**config.mk**
```make
export PLATFORM = sky130hd
export DESIGN_NAME = fetch_ctrl
export DESIGN_NICKNAME = d
export VERILOG_FILES = /design/src/rtl/fetch_pkg.sv /design/src/rtl/cla16.sv /design/src/rtl/fetch_ctrl.sv
export SDC_FILE = /design/constraint.sdc
export NUM_CORES = 1
export LEC_CHECK = 0
export ABC_AREA = 1
export BUFFER_PORTS_ARGS = -buffer_cell sky130_fd_sc_hd__buf_2
export CORE_ASPECT_RATIO = 0.8
export CORE_MARGIN = 2
export CORE_UTILIZATION = 35
export CTS_CLUSTER_SIZE = 28
export DETAILED_ROUTE_END_ITERATION = 8
export GPL_TIMING_DRIVEN = 0
export PLACE_DENSITY_LB_ADDON = 0.3
export SYNTH_ARGS = -nofsm -noshare
export SYNTH_HDL_FRONTEND = slang
export SYNTH_SLANG_ARGS = --single-unit
```
**constraint.sdc**
```tcl
create_clock -name clk -period 5.1 [get_ports clk]
set_clock_uncertainty 0.2 [all_clocks]
set_input_delay 1.02 -clock clk [delete_from_list [all_inputs] [get_ports clk]]
set_output_delay 1.02 -clock clk [all_outputs]
set_load 0.05 [all_outputs]
```
**src/rtl/fetch_pkg.sv**
```systemverilog
// Shared types and constants for the fetch stage.
package fetch_pkg;

   typedef enum logic [2:0] {
      ISSUE,
      WAIT,
      HOLD,
      DRAIN,
      HALTED
   } state_t;

   localparam logic [15:0] NOP_INSTR_DEFAULT = 16'h0800;
   localparam logic [15:0] PC_INC            = 16'h0002;

endpackage

```
**src/rtl/cla16.sv**
```systemverilog
// 16-bit carry-lookahead adder: four 4-bit lookahead groups joined by a
// second lookahead level. Purely combinational.
module cla16 (
   input  logic [15:0] a,
   input  logic [15:0] b,
   input  logic        cin,
   output logic [15:0] sum,
   output logic        cout
);

   logic [15:0] g, p, c;
   logic [3:0]  gg, gp, gc;

   assign g = a & b;
   assign p = a ^ b;

   for (genvar k = 0; k < 4; k++) begin : g_grp
      assign gg[k] = g[4*k+3]
                   | (p[4*k+3] & g[4*k+2])
                   | (p[4*k+3] & p[4*k+2] & g[4*k+1])
                   | (p[4*k+3] & p[4*k+2] & p[4*k+1] & g[4*k]);
      assign gp[k] = &p[4*k+3:4*k];

      assign c[4*k]   = gc[k];
      assign c[4*k+1] = g[4*k] | (p[4*k] & gc[k]);
      assign c[4*k+2] = g[4*k+1] | (p[4*k+1] & g[4*k])
                      | (p[4*k+1] & p[4*k] & gc[k]);
      assign c[4*k+3] = g[4*k+2] | (p[4*k+2] & g[4*k+1])
                      | (p[4*k+2] & p[4*k+1] & g[4*k])
                      | (p[4*k+2] & p[4*k+1] & p[4*k] & gc[k]);
   end

   // Group carries are expanded from cin directly so no group waits on another.
   assign gc[0] = cin;
   assign gc[1] = gg[0] | (gp[0] & cin);
   assign gc[2] = gg[1] | (gp[1] & gg[0]) | (gp[1] & gp[0] & cin);
   assign gc[3] = gg[2] | (gp[2] & gg[1]) | (gp[2] & gp[1] & gg[0])
                | (gp[2] & gp[1] & gp[0] & cin);
   assign cout  = gg[3] | (gp[3] & gc[3]);

   assign sum = p ^ c;

endmodule

```
**src/rtl/fetch_ctrl.sv**
```systemverilog
// Fetch sequencer: owns the PC, issues one imem read at a time, loads IF/ID.
// Hits deliver in the issue cycle; a delivery under pipe_stall is parked in HOLD.
module fetch_ctrl
   import fetch_pkg::*;
#(
   parameter logic [15:0] RESET_PC  = 16'h0000,
   parameter logic [15:0] NOP_INSTR = NOP_INSTR_DEFAULT
) (
   input  logic        clk,
   input  logic        rst_n,
   input  logic        pipe_stall,
   input  logic        branch_taken,
   input  logic [15:0] branch_target,
   input  logic        halt,
   output logic        imem_rd,
   output logic [15:0] imem_addr,
   input  logic        imem_stall,
   input  logic        imem_done,
   input  logic [15:0] imem_data,
   output logic [15:0] if_instr,
   output logic [15:0] if_pc,
   output logic [15:0] if_pc_2,
   output logic        if_valid,
   output logic        halted
);

   state_t      state, state_nxt;
   logic        squash, squash_nxt;
   logic [15:0] pc, pc_nxt, pc_inc;
   logic [15:0] hold_buf, hold_nxt;
   logic [15:0] instr_nxt, ifpc_nxt;
   logic        valid_nxt;
   logic        pc_cout_unused, ifpc_cout_unused;

   logic accept, pending, in_flight, delivery, halt_go, redirect;

   cla16 u_pc_inc (
      .a    (pc),
      .b    (PC_INC),
      .cin  (1'b0),
      .sum  (pc_inc),
      .cout (pc_cout_unused)
   );

   cla16 u_if_pc_2 (
      .a    (if_pc),
      .b    (PC_INC),
      .cin  (1'b0),
      .sum  (if_pc_2),
      .cout (ifpc_cout_unused)
   );

   assign imem_rd   = (state == ISSUE);
   assign imem_addr = pc;
   assign halted    = (state == HALTED);

   // pending: a request is accepted this cycle or already outstanding.
   assign accept    = (state == ISSUE) & ~imem_stall;
   assign pending   = accept | (state == WAIT);
   assign in_flight = pending & ~imem_done;
   assign delivery  = pending & imem_done;
   assign halt_go   = halt & ~pipe_stall;
   assign redirect  = branch_taken & ~pipe_stall & ~halt;

   always_comb begin
      state_nxt  = state;
      squash_nxt = squash;
      pc_nxt     = pc;
      hold_nxt   = hold_buf;
      instr_nxt  = if_instr;
      ifpc_nxt   = if_pc;
      valid_nxt  = if_valid;

      case (state)
         ISSUE, WAIT, HOLD: begin
            if (!pipe_stall) begin
               valid_nxt = 1'b0;
               instr_nxt = NOP_INSTR;
            end

            if (halt_go) begin
               squash_nxt = 1'b0;
               state_nxt  = in_flight ? DRAIN : HALTED;
            end else if (redirect) begin
               // A request still outstanding must be drained and thrown away.
               pc_nxt     = branch_target;
               squash_nxt = in_flight;
               state_nxt  = in_flight ? WAIT : ISSUE;
            end else if (delivery) begin
               state_nxt = ISSUE;
               if (squash) begin
                  squash_nxt = 1'b0;
               end else if (!pipe_stall) begin
                  instr_nxt = imem_data;
                  ifpc_nxt  = pc;
                  valid_nxt = 1'b1;
                  pc_nxt    = pc_inc;
               end else begin
                  hold_nxt  = imem_data;
                  state_nxt = HOLD;
               end
            end else if (accept) begin
               state_nxt = WAIT;
            end else if ((state == HOLD) && !pipe_stall) begin
               instr_nxt = hold_buf;
               ifpc_nxt  = pc;
               valid_nxt = 1'b1;
               pc_nxt    = pc_inc;
               state_nxt = ISSUE;
            end
         end
         DRAIN: begin
            if (imem_done) begin
               state_nxt = HALTED;
            end
         end
         default: ;
      endcase
   end

   always_ff @(posedge clk or negedge rst_n) begin
      if (!rst_n) begin
         state    <= ISSUE;
         squash   <= 1'b0;
         pc       <= RESET_PC;
         hold_buf <= '0;
         if_instr <= NOP_INSTR;
         if_pc    <= '0;
         if_valid <= 1'b0;
      end else begin
         state    <= state_nxt;
         squash   <= squash_nxt;
         pc       <= pc_nxt;
         hold_buf <= hold_nxt;
         if_instr <= instr_nxt;
         if_pc    <= ifpc_nxt;
         if_valid <= valid_nxt;
      end
   end

endmodule
```
==> impl_metrics.prom <==
# TYPE chip_impl_metric gauge
chip_impl_info{name="outcome",value="complete, no violations"} 1
chip_impl_metric{name="synthDominantCellAreaShare",unit=""} 0.4411
chip_impl_metric{name="drv_slew",unit=""} 0
chip_impl_info{name="netlist_top_cells_count",value="sky130_fd_sc_hd__nand2_1 (189), sky130_fd_sc_hd__dfrtp_1 (68), sky130_fd_sc_hd__inv_1 (43)"} 1
chip_impl_metric{name="area_delta_synth_final",unit="%"} 26.92
chip_impl_info{name="clock-root-buffer",value="sky130_fd_sc_hd__clkbuf_16"} 1
chip_impl_metric{name="routed_wl",unit="mm"} 10.61
chip_impl_metric{name="place.port_buffers",unit=""} 105
chip_impl_metric{name="synth_async_sr_flop_share",unit=""} 1.000
chip_impl_info{name="regToRegStartpoint",value="state[1]"} 1
chip_impl_metric{name="synth-edff-count",unit=""} 0
chip_impl_metric{name="critical_path.max_stage_delay",unit="ns"} 0.41
chip_impl_metric{name="worst-slew-pin-transition",unit="ns"} 0.8765
chip_impl_info{name="critical-path-slowest-cell",value="sky130_fd_sc_hd__dfrtp_1"} 1
chip_impl_metric{name="grt.overflow.total",unit=""} 0
chip_impl_info{name="hold_start",value="hold_buf[13]"} 1
chip_impl_metric{name="first_pass_grt_wire_length",unit="mm"} 17.40
chip_impl_info{name="critPathCaptureType",value="primary output"} 1
chip_impl_metric{name="timing.final.setup_violations",unit=""} 0
chip_impl_info{name="tritoncts",value="built"} 1
chip_impl_metric{name="drt_iter0_drc",unit=""} 275
chip_impl_metric{name="h-tree-depth",unit=""} 3
chip_impl_info{name="path_common_cell",value="sky130_fd_sc_hd__nor2_1"} 1
chip_impl_metric{name="io_pins",unit=""} 106
chip_impl_metric{name="dieWidth",unit="um"} 121.4
chip_impl_metric{name="fp-row-count",unit=""} 34
chip_impl_info{name="rsz_0062_raised_after_global_routing",value="no"} 1
chip_impl_metric{name="grt_max_degree",unit=""} 70
chip_impl_info{name="setup.worst_path.start_class",value="flip-flop"} 1
chip_impl_metric{name="period_minus_slack",unit="ns"} 3.564
chip_impl_metric{name="critical_path_peak_fanout",unit=""} 4
chip_impl_metric{name="achievable-frequency",unit="MHz"} 280.6
chip_impl_metric{name="antenna_found_initial",unit=""} 0
chip_impl_metric{name="clk_path_buf_depth",unit=""} 2
chip_impl_metric{name="drive_gt1_frac",unit=""} 0.2496
chip_impl_metric{name="initial_utilization",unit=""} 0.3570
chip_impl_metric{name="drt_pre_antenna_iters",unit=""} 5
chip_impl_info{name="critPathKind",value="reg -> out"} 1
chip_impl_metric{name="sequential_cell_area",unit="um^2"} 1728
chip_impl_metric{name="leakage",unit="uW"} 0.002748
chip_impl_metric{name="avgRoutedWirePerCell",unit="um"} 13.72
chip_impl_metric{name="clk_latency",unit="ns"} 0.33
chip_impl_metric{name="dp_hpwl",unit="mm"} 7.897
chip_impl_metric{name="via_count",unit=""} 3755
chip_impl_metric{name="global_route.usage.total",unit=""} 0.1826
chip_impl_metric{name="cts_hold_repair.buffers",unit=""} 0
chip_impl_metric{name="max-slew-margin-rel",unit=""} 0.4157
chip_impl_metric{name="ant_nets",unit=""} 0
chip_impl_info{name="cells_taking_the_most_area_after_synthesis",value="sky130_fd_sc_hd__dfrtp_1 (44%), sky130_fd_sc_hd__nand2_1 (18%), sky130_fd_sc_hd__nand3_1 (4.8%), sky130_fd_sc_hd__o21ai_0 (4.3%), sky130_fd_sc_hd__inv_1 (4.2%)"} 1
chip_impl_metric{name="cts_made_buffers",unit=""} 9
chip_impl_metric{name="fillCellCount",unit=""} 1082
chip_impl_metric{name="yosys_register_bits",unit=""} 69
chip_impl_info{name="worstPathCellList",value="nand3_1 -> nor4_1 -> nand2_1 -> nor2_1 -> inv_1 -> nor2_1 -> ha_1 -> xor2_1 -> buf_2"} 1
chip_impl_metric{name="max_cap_violations",unit=""} 0
chip_impl_metric{name="nets",unit=""} 671
chip_impl_metric{name="synthDistinctLibCells",unit=""} 32
chip_impl_metric{name="timing.final.hold_violations",unit=""} 0
chip_impl_metric{name="post_cts_setup_buffers",unit=""} 0
chip_impl_metric{name="setup_slack",unit="ns"} 1.536
chip_impl_info{name="min-delay-path-class",value="reg -> reg"} 1
chip_impl_metric{name="post_synth_instance_area",unit="um^2"} 3857
chip_impl_metric{name="grt_pass1_vias",unit=""} 3489
chip_impl_metric{name="die_y",unit="um"} 97.90
chip_impl_metric{name="post_cts_resized",unit=""} 0
chip_impl_metric{name="place_congestion",unit=""} 0.8858
chip_impl_metric{name="syn-instance-count",unit=""} 508
chip_impl_info{name="synthDominantAreaCellType",value="sky130_fd_sc_hd__dfrtp_1"} 1
chip_impl_metric{name="viasPerCell",unit=""} 4.858
chip_impl_info{name="critical_path.startpoint",value="if_pc[3]"} 1
chip_impl_metric{name="drc",unit=""} 0
chip_impl_info{name="post-synth-top-count-cell",value="sky130_fd_sc_hd__nand2_1"} 1
chip_impl_metric{name="power_density",unit="nW/um^2"} 266.0
chip_impl_metric{name="insertedDiodeCount",unit=""} 0
chip_impl_metric{name="clkSinkCount",unit=""} 69
chip_impl_metric{name="tns",unit="ns"} 0
chip_impl_metric{name="syn_area_per_cell",unit="um^2"} 7.593
chip_impl_metric{name="cts.reportedPaths.clkPinSlew",unit="ns"} 0.06
chip_impl_metric{name="die_area",unit="um^2"} 11880
chip_impl_metric{name="worstPathRequired",unit="ns"} 3.88
chip_impl_metric{name="synth.net_count",unit=""} 555
chip_impl_metric{name="synth_seq_area_share",unit=""} 0.4479
chip_impl_metric{name="multi_input_area",unit="um^2"} 1846
chip_impl_metric{name="worst-endpoint-arrival",unit="ns"} 2.34
chip_impl_metric{name="post_place_worst_slack",unit="ns"} 1.900
chip_impl_metric{name="layout_worst_path_cycle_share",unit=""} 0.6989
chip_impl_metric{name="worst_ir_drop_vdd",unit="mV"} 0.1418
chip_impl_metric{name="core_area",unit="um^2"} 10810
chip_impl_info{name="synth_top_flop_cell",value="sky130_fd_sc_hd__dfrtp_1"} 1
chip_impl_metric{name="yosys_warnings",unit=""} 0
[routing by layer]
layer / track usage / wire length (um)
met1: 0.2671 / 5120
met2: 0.2723 / 4640
met3: 0.03680 / 668
met4: 0.05570 / 175
met5: 0 / 0
[worst max-delay path, delay by kind of cell, from the launching register on]
kind | cells | cell delay, ns
simple gates | 5 | 0.97
flops | 1 | 0.41
buf+inv | 2 | 0.34
fa+ha+maj | 1 | 0.16
xor+xnor | 1 | 0.14
[cell type report]
| cell class | count | share of cell area |
|---|---|---|
| Multi-Input combinational cell | 373 | 0.3769 |
| Sequential cell | 69 | 0.3529 |
| Clock buffer | 9 | 0.04600 |
| Timing Repair Buffer | 105 | 0.1078 |
| Buffer | 20 | 0.02274 |
| Inverter | 46 | 0.03527 |
| Clock inverter | 7 | 0.02147 |
| Tap cell | 144 | 0.03680 |
[through the flow]
stage	instance area, um^2	total power, uW	cells	util	hold slack (ns)
final	4896	1303	773	0.4531	0.2701
after global routing	4896	1350	773	0.4531	0.2982
after CTS	4896	1320	773	0.4531	0.2747
after detailed placement	4566	624.5	757	0.4225	0.2605
after global placement	4563	623.7	757	0.4223	0.2552
after floorplan	3857	587.2	508	-	0.2420
[where the power goes]
group          internal (uW)  switching, uW
combinational           19.0           42.3
sequential               550           2.57
clock                    436            253
total                   1000            298
[cell families after synthesis]
logic type / after synthesis / share of synthesized area
buffers and inverters: 66 / 0.07363
adder cells (fa/ha/maj): 8 / 0.02595
flip-flops: 69 / 0.4479
XOR/XNOR: 12 / 0.02725
AND/OR/NAND/NOR: 287 / 0.3257
AO/OA/AOI/OAI: 58 / 0.07882
multiplexers: 8 / 0.02076
[path summary, 6_finish.rpt]
path	depth (start not counted)	slack, ns	to
max in group asynchronous	1	3.52	imem_addr[0]
worst max register to register	8	2.92	imem_addr[15]
worst min-delay path	2	0.27	hold_buf[13]
min in group asynchronous	1	0.60	hold_buf[1]
worst max-delay path	9	1.54	if_pc_2[13]
worst min register to register	2	0.27	hold_buf[13]
[cell usage in the layout, fill, tap and decap left out, types with 7 or more instances in the layout]
cell type and instances:
sky130_fd_sc_hd__nand4_1 13, sky130_fd_sc_hd__xor2_1 10, sky130_fd_sc_hd__o21ai_1 11, sky130_fd_sc_hd__o21ai_0 33
sky130_fd_sc_hd__inv_1 43, sky130_fd_sc_hd__ha_1 8, sky130_fd_sc_hd__nor3_1 7, sky130_fd_sc_hd__buf_2 115
sky130_fd_sc_hd__a21oi_1 9, sky130_fd_sc_hd__nor2_1 23, sky130_fd_sc_hd__clkbuf_16 9, sky130_fd_sc_hd__nand3_1 37
sky130_fd_sc_hd__nand2_1 189, sky130_fd_sc_hd__dfrtp_1 68, sky130_fd_sc_hd__mux2i_1 8
Note: power is estimated with default switching activity, not from simulation.
